$ cat src/rtl/mac_dot_sequencer_if.sv
// mac_dot_sequencer_if
//   Bundles the three buses of the dot-product sequencer:
//     s_*   operand beat stream in (valid/ready, a, b, split mode, last flag)
//     mac_* drive to the external combinational MAC and its result back
//     m_*   per-vector result stream out (valid/ready, result, split, count, wrap)
//   Modports:
//     slave  - the sequencer side
//     master - the environment side (operand source, MAC, result sink)
interface mac_dot_sequencer_if #(
  parameter int ACC_W = 48,
  parameter int OP_W  = 8,
  parameter int CNT_W = 16
);
  logic             s_valid;
  logic             s_ready;
  logic [OP_W-1:0]  s_a;
  logic [OP_W-1:0]  s_b;
  logic             s_split;
  logic             s_last;

  logic             mac_split;
  logic [ACC_W-1:0] mac_in;
  logic [OP_W-1:0]  mac_a;
  logic [OP_W-1:0]  mac_b;
  logic [ACC_W-1:0] mac_out;

  logic             m_valid;
  logic             m_ready;
  logic [ACC_W-1:0] m_result;
  logic             m_split;
  logic [CNT_W-1:0] m_count;
  logic             m_wrap;

  modport slave (
    input  s_valid, s_a, s_b, s_split, s_last, mac_out, m_ready,
    output s_ready, mac_split, mac_in, mac_a, mac_b,
           m_valid, m_result, m_split, m_count, m_wrap
  );

  modport master (
    output s_valid, s_a, s_b, s_split, s_last, mac_out, m_ready,
    input  s_ready, mac_split, mac_in, mac_a, mac_b,
           m_valid, m_result, m_split, m_count, m_wrap
  );
endinterface

$ cat src/rtl/mac_dot_sequencer.sv
// mac_dot_sequencer
//   Streaming dot-product controller around an external combinational MAC.
//   Operand beats arrive on bus.s_*; each accepted beat folds a*b into the
//   accumulator through the MAC (bus.mac_*). The beat flagged s_last closes
//   the vector and its result is presented on bus.m_* until taken.
//   Ports:
//     clk    - rising-edge clock
//     rst_n  - asynchronous active-low reset
//     bus    - mac_dot_sequencer_if.slave (operand, MAC and result buses)
module mac_dot_sequencer #(
  parameter int ACC_W = 48,
  parameter int OP_W  = 8,
  parameter int CNT_W = 16
) (
  input  logic                 clk,
  input  logic                 rst_n,
  mac_dot_sequencer_if.slave   bus
);

  typedef enum logic [1:0] {IDLE, ACC, DONE} state_t;

  state_t           state_q, state_d;
  logic             rdy_en;
  logic [ACC_W-1:0] acc;
  logic             split_q;
  logic [CNT_W-1:0] cnt;
  logic             wrap_q;

  logic [ACC_W-1:0] m_result_q;
  logic             m_split_q;
  logic [CNT_W-1:0] m_count_q;
  logic             m_wrap_q;

  logic             first;
  logic             accept;
  logic             split_eff;
  logic [CNT_W-1:0] cnt_nxt;
  logic             wrap_nxt;

  // rdy_en keeps s_ready low through reset and until the first clock edge
  // after release, so no beat can be taken while the block is coming up.
  assign first     = (state_q == IDLE);
  assign bus.s_ready = rdy_en && (state_q != DONE);
  assign accept    = bus.s_valid && bus.s_ready;

  // The mode is latched on the first beat; later s_split changes are ignored.
  assign split_eff = first ? bus.s_split : split_q;

  assign cnt_nxt   = first ? {{(CNT_W-1){1'b0}}, 1'b1} : cnt + 1'b1;
  assign wrap_nxt  = first ? 1'b0 : (wrap_q | (&cnt));

  // MAC drive: a fresh vector starts from zero instead of the stale accumulator.
  assign bus.mac_a     = bus.s_a;
  assign bus.mac_b     = bus.s_b;
  assign bus.mac_in    = first ? '0 : acc;
  assign bus.mac_split = split_eff;

  assign bus.m_valid  = (state_q == DONE);
  assign bus.m_result = m_result_q;
  assign bus.m_split  = m_split_q;
  assign bus.m_count  = m_count_q;
  assign bus.m_wrap   = m_wrap_q;

  always_comb begin
    state_d = state_q;
    case (state_q)
      IDLE: if (accept) state_d = bus.s_last ? DONE : ACC;
      ACC:  if (accept && bus.s_last) state_d = DONE;
      DONE: if (bus.m_ready) state_d = IDLE;
      default: state_d = IDLE;
    endcase
  end

  always_ff @(posedge clk or negedge rst_n) begin
    if (!rst_n) begin
      state_q    <= IDLE;
      rdy_en     <= 1'b0;
      acc        <= '0;
      split_q    <= 1'b0;
      cnt        <= '0;
      wrap_q     <= 1'b0;
      m_result_q <= '0;
      m_split_q  <= 1'b0;
      m_count_q  <= '0;
      m_wrap_q   <= 1'b0;
    end else begin
      state_q <= state_d;
      rdy_en  <= 1'b1;
      // accumulate stage: MAC result folds back into the accumulator
      if (accept) begin
        acc    <= bus.mac_out;
        cnt    <= cnt_nxt;
        wrap_q <= wrap_nxt;
        if (first) split_q <= bus.s_split;
      end
      // result stage: captured once per vector, held while DONE waits
      if (accept && bus.s_last) begin
        m_result_q <= bus.mac_out;
        m_count_q  <= cnt_nxt;
        m_split_q  <= split_eff;
        m_wrap_q   <= wrap_nxt;
      end
    end
  end

endmodule

$ cat src/flat_wrapper.sv
// flat-port wrapper written by rule: the top's interface ports become plain ports
module mac_dot_sequencer_flat 
#(
  parameter int ACC_W = 48,
  parameter int OP_W  = 8,
  parameter int CNT_W = 16
)
  (clk, rst_n, bus_s_valid, bus_s_a, bus_s_b, bus_s_split, bus_s_last, bus_mac_out, bus_m_ready, bus_s_ready, bus_mac_split, bus_mac_in, bus_mac_a, bus_mac_b, bus_m_valid, bus_m_result, bus_m_split, bus_m_count, bus_m_wrap);
  mac_dot_sequencer_if #(.ACC_W(ACC_W), .OP_W(OP_W), .CNT_W(CNT_W)) bus_i ();
  input  logic clk;
  input  logic rst_n;
  input wire logic [$bits(bus_i.s_valid)-1:0] bus_s_valid;
  input wire logic [$bits(bus_i.s_a)-1:0] bus_s_a;
  input wire logic [$bits(bus_i.s_b)-1:0] bus_s_b;
  input wire logic [$bits(bus_i.s_split)-1:0] bus_s_split;
  input wire logic [$bits(bus_i.s_last)-1:0] bus_s_last;
  input wire logic [$bits(bus_i.mac_out)-1:0] bus_mac_out;
  input wire logic [$bits(bus_i.m_ready)-1:0] bus_m_ready;
  output wire logic [$bits(bus_i.s_ready)-1:0] bus_s_ready;
  output wire logic [$bits(bus_i.mac_split)-1:0] bus_mac_split;
  output wire logic [$bits(bus_i.mac_in)-1:0] bus_mac_in;
  output wire logic [$bits(bus_i.mac_a)-1:0] bus_mac_a;
  output wire logic [$bits(bus_i.mac_b)-1:0] bus_mac_b;
  output wire logic [$bits(bus_i.m_valid)-1:0] bus_m_valid;
  output wire logic [$bits(bus_i.m_result)-1:0] bus_m_result;
  output wire logic [$bits(bus_i.m_split)-1:0] bus_m_split;
  output wire logic [$bits(bus_i.m_count)-1:0] bus_m_count;
  output wire logic [$bits(bus_i.m_wrap)-1:0] bus_m_wrap;
  assign bus_i.s_valid = bus_s_valid;
  assign bus_i.s_a = bus_s_a;
  assign bus_i.s_b = bus_s_b;
  assign bus_i.s_split = bus_s_split;
  assign bus_i.s_last = bus_s_last;
  assign bus_i.mac_out = bus_mac_out;
  assign bus_i.m_ready = bus_m_ready;
  assign bus_s_ready = bus_i.s_ready;
  assign bus_mac_split = bus_i.mac_split;
  assign bus_mac_in = bus_i.mac_in;
  assign bus_mac_a = bus_i.mac_a;
  assign bus_mac_b = bus_i.mac_b;
  assign bus_m_valid = bus_i.m_valid;
  assign bus_m_result = bus_i.m_result;
  assign bus_m_split = bus_i.m_split;
  assign bus_m_count = bus_i.m_count;
  assign bus_m_wrap = bus_i.m_wrap;
  mac_dot_sequencer #(.ACC_W(ACC_W), .OP_W(OP_W), .CNT_W(CNT_W)) u_core (.clk(clk), .rst_n(rst_n), .bus(bus_i));
endmodule
$ cat config.mk
export PLATFORM = sky130hd
export DESIGN_NAME = mac_dot_sequencer_flat
export DESIGN_NICKNAME = d
export VERILOG_FILES = /design/src/rtl/mac_dot_sequencer_if.sv /design/src/rtl/mac_dot_sequencer.sv /design/src/flat_wrapper.sv
export SDC_FILE = /design/constraint.sdc
export NUM_CORES = 1
export LEC_CHECK = 0
export CAP_MARGIN = 40
export CORE_ASPECT_RATIO = 1.75
export CORE_MARGIN = 4
export CORE_UTILIZATION = 25
export CTS_CLUSTER_SIZE = 28
export DETAILED_ROUTE_END_ITERATION = 16
export DONT_BUFFER_PORTS = 1
export PLACE_DENSITY_LB_ADDON = 0.3
export SLEW_MARGIN = 10
export SYNTH_ARGS = -nofsm -noshare
export SYNTH_HDL_FRONTEND = slang
export SYNTH_SLANG_ARGS = --single-unit
export TNS_END_PERCENT = 10
$ cat constraint.sdc
create_clock -name clk -period 2.4 [get_ports clk]
set_input_delay 0.48 -clock clk [delete_from_list [all_inputs] [get_ports clk]]
set_output_delay 0.48 -clock clk [all_outputs]
set_load 0.01 [all_outputs]
## Yosys cells after proc, flatten, opt, wreduce, memory -nomap -nowiden

Index checks and enable logic that the tools add are counted.

- Equal/unequal tests: 6
- Bitwise logic cells: 1
- $add $sub $neg: 1
- Multiplexer cells: 9
- Reductions and logical operators: 6

Operator list:

| cell | number |
|---|---|
| $mux W48 | 1 |
| $add A16 B1 Y16 const B | 1 |
| $mux W16 | 1 |
| $reduce_and A16 Y1 | 1 |
| $mux W2 | 4 |
| $ne A2 B2 Y1 const B | 3 |
| $pmux W2 S3 | 1 |
| $logic_and A1 B1 Y1 | 3 |
| $reduce_and A3 Y1 | 1 |
| $eq A2 B1 Y1 const B | 1 |
| $eq A2 B2 Y1 const B | 1 |
| $logic_not A2 Y1 | 1 |
| $mux W1 | 2 |
| $ne A2 B1 Y1 const B | 1 |
| $or A1 B1 Y1 | 1 |

- Flip-flop bits (word level): 135
- Output and inout bits: 133
- Word-level logic and storage cells: 33
- Input port bits: 70

## Logic depth before layout (Yosys ltp)

- Depth in word-level cells: 6
- Mapped depth: 6
- Mapped depth without buffers: 5

## Worst setup path after synthesis

No wires, ideal clock.

- Path type: register to output
- Start: register u_core.state_q[0]
- End: output port bus_mac_in[10]
- Path buffers: 2
- Slack: 0.682 ns
- Data arrival time: 1.238 ns
- Cell stages (with the launch flop): 5
- Data required time: 1.920 ns
- Cells stage by stage: dfrtp_1 > or2_2 > clkbuf_1 > clkbuf_1 > and2_1

- Cells in the longest elaborated chain, start to end: 2

RTL lines:

| what | RTL line | RTL |
|---|---|---|
| from (decl) | mac_dot_sequencer.sv:22 | `state_t state_q, state_d;` |
| from (signal assigned) | mac_dot_sequencer.sv:87 | `state_q <= state_d;` |
| $logic_not A2 Y1 | mac_dot_sequencer.sv:42 | `assign first = (state_q == IDLE);` |
| $mux W48 | mac_dot_sequencer.sv:55 | `assign bus.mac_in = first ? '0 : acc;` |
| to (decl) | flat_wrapper.sv:21 | `output wire logic [$bits(bus_i.mac_in)-1:0] bus_mac_in;` |

Every way passes these cells.

## Worst setup path after layout

- Start: register u_core.state_q[0]
- End: output port bus_mac_in[44]

The elaborated chain is that of the path after synthesis.

==> metrics <==
Final Cell Area=6690 µm²; final worst path period need=2080 ps; ratio of cells with drive above 1 in the final layout=0.172; final hold slack=-249 ps; site row count=74; post-CTS setup buffer count=0; vias in the first global route=4,225; top-level port count=203; element type at the critical path start=flip-flop; first-pass GRT wire length=23,800 µm; largest net degree at the start of global routing=136; DR WL/cell=17.8 µm; slew margin rel.=0.649; CP arrival=1600 ps; commonest non-fill, non-tap cell in the layout=nand2_1; Post-Synthesis Cells=578; Die Wd=124 µm; Crit Path Category=flip-flop to output port; TritonCTS Buffers=17; VDD IR max=495 µV; period utilisation layout=0.868; die footprint=26,300 µm²; clock root buffer=clkbuf_16; Final Slew Violations=0; first-pass iteration count of the detailed router=4; # fillers=2,480; syn nets=649; drt via density=4.49; Max FO, Critical Path=49; GR Util All Layers=0.118; FMAX=480 MHz; failing checks=hold timing; commonest non-fill, non-tap cells in the layout=nand2_1 (175), dfrtp_1 (135), and2_1 (51); Yosys reg bits=135; Avg Cell Area, Syn=10.3 µm²; Yosys cell types=36; DP HPWL=10,900 µm; CTS tree=built; depth of the CTS H-tree=4; Clock Tree Buf Depth=2; drt drc=0; Die H=212 µm; flip-flop and latch area=3380 µm²; setup violators final=0; Clock power frac=0.389; register share of total power=0.479; Area Overhead vs Synth=12.7%; number of antenna violations at the first check in global routing=1; part of the power in combinational logic=0.132; Tightest Pin Transition=527 ps; synth warn=0; dpl cell area=6120 µm²; Final Hold Viols=135; CTS sink count=135; final wirelength=15,500 µm; area share of the largest cell type after synthesis=0.570; max-cap violations=0; Multi-input gate area=2300 µm²; grt ovf=0; synth top area cells=dfrtp_1 (57%), nand2_1 (11%), mux2_2 (9.5%), and2_1 (5.5%), buf_4 (2.0%); clock skew=7.70 ps; antenna-violating nets left=0; Post-Synthesis Cell Area=5930 µm²; CORE AREA=23,300 µm²; sequential area share after synthesis=0.570; PortBufs=0; Worst EP required=1920 ps; GPL Wtd Cong=0.760; TNS Setup=0 ps; status=finished, violations left; DRT iter0 DRCs=246; clock-pin slew on the worst setup and hold paths=60 ps; worst hold path class=input port to async pin; pwr/cell area=961 nW/µm²; Int Power=4560 µW; RSZ-0062 raised after global routing=no; NetSw=1860 µW; final std cells w/o fill=869; n_diodes=0; Vias=3,905; Inst Count DP=837; top cell type by total area after synthesis=dfrtp_1; Initial Util=0.254; CP Capture Type=output port; switching share of total power=0.289; leak pwr=0.00302 µW; worst skew pair latency=420 ps; final net count=623
[area by class of cell]
class	count	share of cell area
clock buffer	26	0.0747
clock inverter	6	0.00992
inverter	2	0.00112
multi-input combinational	390	0.344
sequential	135	0.505
tap	304	0.0569
timing repair buffer	6	0.00861
[power groups by stage]
stage	registers (µW)	clock network, µW	logic [µW]
2_1_floorplan	2970	0	741
3_3_place_gp	3120	0	825
3_5_place_dp	3130	0	859
4_1_cts	3090	2580	862
5_1_grt	3120	2660	949
6_report	3080	2500	847
[flip-flops by register name, summed over array words and instances, names as in the netlist]
signal / count
u_core.wrap_q: 1
u_core.acc: 48
u_core.bus.m_split: 1
u_core.rdy_en: 1
u_core.bus.m_result: 48
u_core.state_q: 2
u_core.cnt: 16
u_core.bus.m_wrap: 1
u_core.split_q: 1
u_core.bus.m_count: 16
[critical path, cell delays in order (launching register included)]
cell and delay, ps:
dfrtp_1 430, or2_4 470, and2_1 270
[what timing repair did]
action,CTS,global route
endpoints found under the hold margin,135,135
endpoints found under the setup margin,0,48
resized for setup,0,1
[synthesized netlist by cell type]
cell type  instances
o21ai_0           22
buf_2             12
nand4_4            1
inv_1              2
o22ai_1            1
nand2b_1           1
nor3_1             3
or4_4              1
nor4_1             1
and2_1            52
clkbuf_1          23
o21ai_2            1
and4_2             1
nand4_2            1
conb_1             1
and4_1             3
a31oi_1            9
a21oi_1           10
xnor2_1            6
mux2_2            50
o31ai_1            8
dfrtp_1          135
nor4_2             1
nor2_1             8
ha_1               1
and2_0             1
and3_1             1
buf_4             16
a22o_1             1
or2_2              5
xor2_1             8
a41oi_1            2
nand2_1          176
or3_1              1
nand3_1            8
nand4_1            5
[cell families (layout without fill, tap and decap cells)]
| logic type | Yosys count | after routing | share of synthesized area |
|---|---|---|---|
| AND/OR/NAND/NOR | 270 | 270 | 0.212 |
| flip-flops | 135 | 135 | 0.570 |
| AO/OA/AOI/OAI | 54 | 54 | 0.0536 |
| buffers and inverters | 53 | 40 | 0.0462 |
| multiplexers | 50 | 50 | 0.0949 |
| XOR/XNOR | 14 | 14 | 0.0207 |
| adder cells (fa/ha/maj) | 1 | 1 | 0.00211 |
| other | 1 | 1 | 0.000632 |
[final timing paths]
check | start | to | slack (ps) | depth (start not counted)
min | rst_n | u_core.bus.m_result[37] | -250 | 0
min reg2reg | u_core.split_q | u_core.split_q | 470 | 2
max in group asynchronous | rst_n | u_core.bus.m_result[20] | 2410 | 0
min in group clk | bus_mac_out[22] | u_core.acc[22] | 160 | 2
max reg2reg | u_core.cnt[0] | u_core.bus.m_count[14] | 540 | 5
max | u_core.state_q[0] | bus_mac_in[44] | 320 | 2
[metal layers]
| layer | up-vias | track usage | wire (µm) |
|---|---|---|---|
| met5 | - | 0 | 0 |
| met4 | 0 | 0.0734 | 587 |
| met2 | 109 | 0.222 | 9000 |
| met1 | 1946 | 0.110 | 5190 |
| li1 | 1822 | - | - |
| met3 | 28 | 0.0341 | 728 |
[stage by stage]
stage                util  setup slack, ps  total power (µW)  hold WS, ps
floorplan               -              682              3720          184
global placement    0.262              554              3940          188
detailed placement  0.262              492              3980          187
CTS                 0.286             12.2              6530         -285
global route        0.287              184              6730         -278
finish              0.287              318              6420         -249
(Power assumes the default switching activity.)
